## src/rtl/operand_load_sequencer.sv

```systemverilog
// Sequences the load strobes for the switch-entry calculator's A, B, opcode and result registers.
// Holds no datapath bits; only the one-cycle strobes, the state code and the result_valid flag.
module operand_load_sequencer #(
  parameter logic [31:0] TIMEOUT = 32'd500_000_000
) (
  input  logic       clk,
  input  logic       rst,
  input  logic       enter,
  input  logic       clear,
  output logic       load_a,
  output logic       load_b,
  output logic       load_op,
  output logic       load_res,
  output logic [2:0] state_o,
  output logic       result_valid
);

  typedef enum logic [2:0] {
    WAIT_A  = 3'd0,
    WAIT_B  = 3'd1,
    WAIT_OP = 3'd2,
    CALC    = 3'd3,
    SHOW    = 3'd4
  } state_t;

  // Timer only needs to reach TIMEOUT-1, so it never has to wrap
  localparam int          TW   = (TIMEOUT > 32'd1) ? $clog2(TIMEOUT) : 1;
  localparam logic [31:0] LAST = (TIMEOUT == 32'd0) ? 32'd0 : TIMEOUT - 32'd1;

  state_t          state;
  logic [TW-1:0]   timer;
  logic            enter_q;
  logic            enter_rise;
  logic            expired;

  assign enter_rise = enter & ~enter_q;
  assign expired    = (TIMEOUT != 32'd0) && (timer == LAST[TW-1:0]);
  assign state_o    = state;

  // enter_q resets high so a button held through reset is not taken as a press
  always_ff @(posedge clk) begin
    if (rst) begin
      state        <= WAIT_A;
      timer        <= '0;
      enter_q      <= 1'b1;
      load_a       <= 1'b0;
      load_b       <= 1'b0;
      load_op      <= 1'b0;
      load_res     <= 1'b0;
      result_valid <= 1'b0;
    end else begin
      enter_q      <= enter;
      timer        <= '0;
      load_a       <= 1'b0;
      load_b       <= 1'b0;
      load_op      <= 1'b0;
      load_res     <= 1'b0;
      result_valid <= 1'b0;
      if (clear) begin
        state <= WAIT_A;
      end else begin
        case (state)
          WAIT_A: begin
            if (enter_rise) begin
              state  <= WAIT_B;
              load_a <= 1'b1;
            end
          end
          WAIT_B: begin
            if (enter_rise) begin
              state  <= WAIT_OP;
              load_b <= 1'b1;
            end
          end
          WAIT_OP: begin
            if (enter_rise) begin
              state   <= CALC;
              load_op <= 1'b1;
            end
          end
          CALC: begin
            state        <= SHOW;
            load_res     <= 1'b1;
            result_valid <= 1'b1;
          end
          SHOW: begin
            if (enter_rise || expired) begin
              state <= WAIT_A;
            end else begin
              result_valid <= 1'b1;
              if (TIMEOUT != 32'd0) timer <= timer + TW'(1);
            end
          end
          default: state <= WAIT_A;
        endcase
      end
    end
  end

endmodule

```

## config.mk

```make
export PLATFORM = sky130hd
export DESIGN_NAME = operand_load_sequencer
export DESIGN_NICKNAME = d
export VERILOG_FILES = /design/src/rtl/operand_load_sequencer.sv
export SDC_FILE = /design/constraint.sdc
export NUM_CORES = 1
export LEC_CHECK = 0
export CAP_MARGIN = 20
export CELL_PAD_IN_SITES_DETAIL_PLACEMENT = 1
export CELL_PAD_IN_SITES_GLOBAL_PLACEMENT = 2
export CORE_MARGIN = 2
export CORE_UTILIZATION = 36
export DETAILED_ROUTE_END_ITERATION = 10
export GPL_TIMING_DRIVEN = 0
export PLACE_DENSITY = 0.75
export SYNTH_ARGS = -nofsm -noshare
export SYNTH_HDL_FRONTEND = slang
export SYNTH_SLANG_ARGS = --single-unit
```

## constraint.sdc

```tcl
create_clock -name clk -period 2.26 [get_ports clk]
set_input_delay 0.339 -clock clk [delete_from_list [all_inputs] [get_ports clk]]
set_output_delay 0.339 -clock clk [all_outputs]
set_load 0.02 [all_outputs]
```

==> impl_metrics.ini <==
[setup_path]
crit_fanout = 7
start_kind = register
worstPathRequired_ns = 2.45
crit_type = reg -> reg
path_cells = ha_1 > nand4_1 > nor3_2 > and3_1 > xnor2_1 > nor2_1
critical-path-top-delay-family = simple AND/OR/NAND/NOR gates
timing.rr.end = timer[14]
r2r_start = timer[0]
rrSetupSlack_ns = 0.20
critPathSlowestCell = nor3_2
crit_buf_inv = 0
cpPeakStageDelay_ns = 0.60
endpoint_kind = register
reg2reg_depth = 6
arrival_ns = 2.24

[final_layout]
layout_commonest_cell = dfxtp_1
drive_above_1_share_pct = 9.90
final_core_util_pct = 44.1
areaGrowthSynthToFinish_pct = 16.2
antenna_cells = 0
final_cell_mix = dfxtp_1 (38), nor2_1 (32), xor2_1 (16)
nets = 206

[synthesis]
synthArstFlopShare_pct = 0
seq_area_frac_synth_pct = 45.4
yosysWarnings = 0
ys_types = 36
ys_seq_elements = 38
synth_area_sq_um = 1680
synth_fp_nets = 188
synth_area_per_cell_sq_um = 9.16
netlist_instances = 183
synthFlopType = dfxtp_1
synth-edff-count = 0

[clocking]
cts_hold_buf = 0
cts_buffers = 5
worstSkewPairLatency_ns = 0.29
cts_tree = done
cts_num_sinks = 38
clkTransAtPathRegs_ns = 0.08
cts.htree.levels = 2
cts_root_buf = clkbuf_8
cts_buffer_depth = 2

[timing]
max_slew.worst_pin.slew_ns = 0.698
fin_worst_skew_ns = 0.00672
post-route-period-util_pct = 90.9
hold_viol = 0
final-setup-viol-count = 0
max_freq_ghz = 0.487
rsz0062_at_grt = no
finalSetupTns_ns = 0
slew_headroom_pct = 53.3
min_period_ns = 2.06
drv_slew = 0

[floorplanning]
coreArea_sq_um = 4410
start_util_pct = 38.0
fp.dieArea_sq_um = 5220
row_count = 24
pin_count = 12
die_h_um = 72.2
dieWidth_um = 72.2

[outcome]
status = complete, no violations

[route]
first_iter_violations = 49
drc = 0
postRouteAntennaNets = 0
num_vias = 1313
wl_per_cell_um = 15.5
firstDrtPassIters = 4
via_per_inst = 5.17
routed_wl_mm = 3.94

[job]
maxCapViolCount = 0

[min_path]
hold_depth = 1
hold_path_class = reg -> reg
hold_start = timer[0]
min_to = timer[0]

[placed_design]
gp_congestion = 0.751
io_buffers = 11
dpl.hpwl_mm = 2.87

[power_and_ir_drop]
ir_worst_vdd_mv = 0.296
power_density_nw_per_um2 = 601
leakagePower_uw = 0.000669

[global_route]
grt.total_usage_pct = 16.6
grt_pass1_vias = 1405
grt_overflow_total = 0
antenna_found_initial = 0
grt_max_degree = 12
grt_pass1_wl_mm = 6.69
## logic make-up (layout without fill, tap and decap cells)
family                   Yosys count  in the layout  synth area share, %
flip-flops                        38             38                 45.4
adder cells (fa/ha/maj)            1              1                0.746
AND/OR/NAND/NOR                  106            106                 35.3
AO/OA/AOI/OAI                      8              8                 3.51
XOR/XNOR                          25             25                 13.1
buffers and inverters              5             24                 2.01
## worst max-delay path by stage
stage / start / endpoint / slack (ns) / cells past startpoint
floorplan: timer[0] / timer[12] / 0.53 / 6
global placement: timer[0] / timer[26] / -0.05 / 6
detailed placement: timer[0] / timer[26] / -0.07 / 6
CTS: timer[2] / timer[27] / 0.21 / 5
global route: timer[0] / timer[26] / 0.06 / 6
finish: timer[0] / timer[14] / 0.20 / 6
## worst register-to-register path, cell delays in order, from the launching register on
cell and delay [ns]:
dfxtp_1 0.39, ha_1 0.26, nand4_1 0.25, nor3_2 0.60, and3_1 0.26, xnor2_1 0.12
nor2_1 0.07
## what timing repair did
item / in CTS / in global routing
setup buffers: 0 / 0
gates resized for setup: 1 / 0
setup endpoints to repair: 6 / 0
## stage by stage
stage | total power (uW) | instances | hold WS, ns | area, sq um | setup slack, ns
floorplan | 693 | 183 | 0.430 | 1680 | 0.531
global placement | 702 | 246 | 0.458 | 1850 | -0.0542
detailed placement | 703 | 246 | 0.459 | 1850 | -0.0704
CTS | 1190 | 254 | 0.481 | 1950 | 0.210
global route | 1220 | 254 | 0.506 | 1950 | 0.0593
finish | 1170 | 254 | 0.477 | 1950 | 0.205
## synthesized netlist by cell type (all sizes together) (2+ instances only)
cell / number / area share, %
a21boi: 3 / 1.3
a21o: 2 / 0.90
and2: 2 / 0.75
and3: 13 / 4.9
and4b: 2 / 1.3
buf: 2 / 1.3
dfxtp: 38 / 45
inv: 2 / 0.45
nand2: 14 / 3.6
nand2b: 2 / 0.75
nand3: 15 / 5.8
nand4: 6 / 2.2
nor2: 32 / 7.2
nor2b: 4 / 1.5
nor3: 4 / 1.2
nor4: 7 / 3.9
xnor2: 9 / 4.7
xor2: 16 / 8.4
## registers in the layout (all words and copies together) (netlist names)
register	count
result_valid	1
timer	29
load_res	1
state_o	3
load_a	1
load_op	1
load_b	1
enter_q	1
## report_power, final
group / switching [uW] / internal, uW / total [uW]
Sequential: 1.26 / 671 / 672
Combinational: 5.92 / 8.92 / 14.8
Clock: 237 / 246 / 483
Total: 245 / 926 / 1170
## layout make-up
type | instances | area (sq um)
Clock inverter | 1 | 5.00
Clock buffer | 7 | 86.3
Inverter | 2 | 7.51
Tap cell | 52 | 65.1
Sequential cell | 38 | 761
Buffer | 3 | 26.3
Multi-Input combinational cell | 140 | 887
Fill cell | 500 | 2470
Timing Repair Buffer | 11 | 110
## routing by layer
layer / routed length [um] / track usage (%) / vias to the layer above
met5: 0 / 0 / -
met4: 50 / 5.03 / 0
met3: 113 / 4.86 / 7
met2: 1900 / 28.4 / 16
met1: 1880 / 20.2 / 624
li1: - / - / 666
No activity file was read; power rests on OpenSTA's default activity.
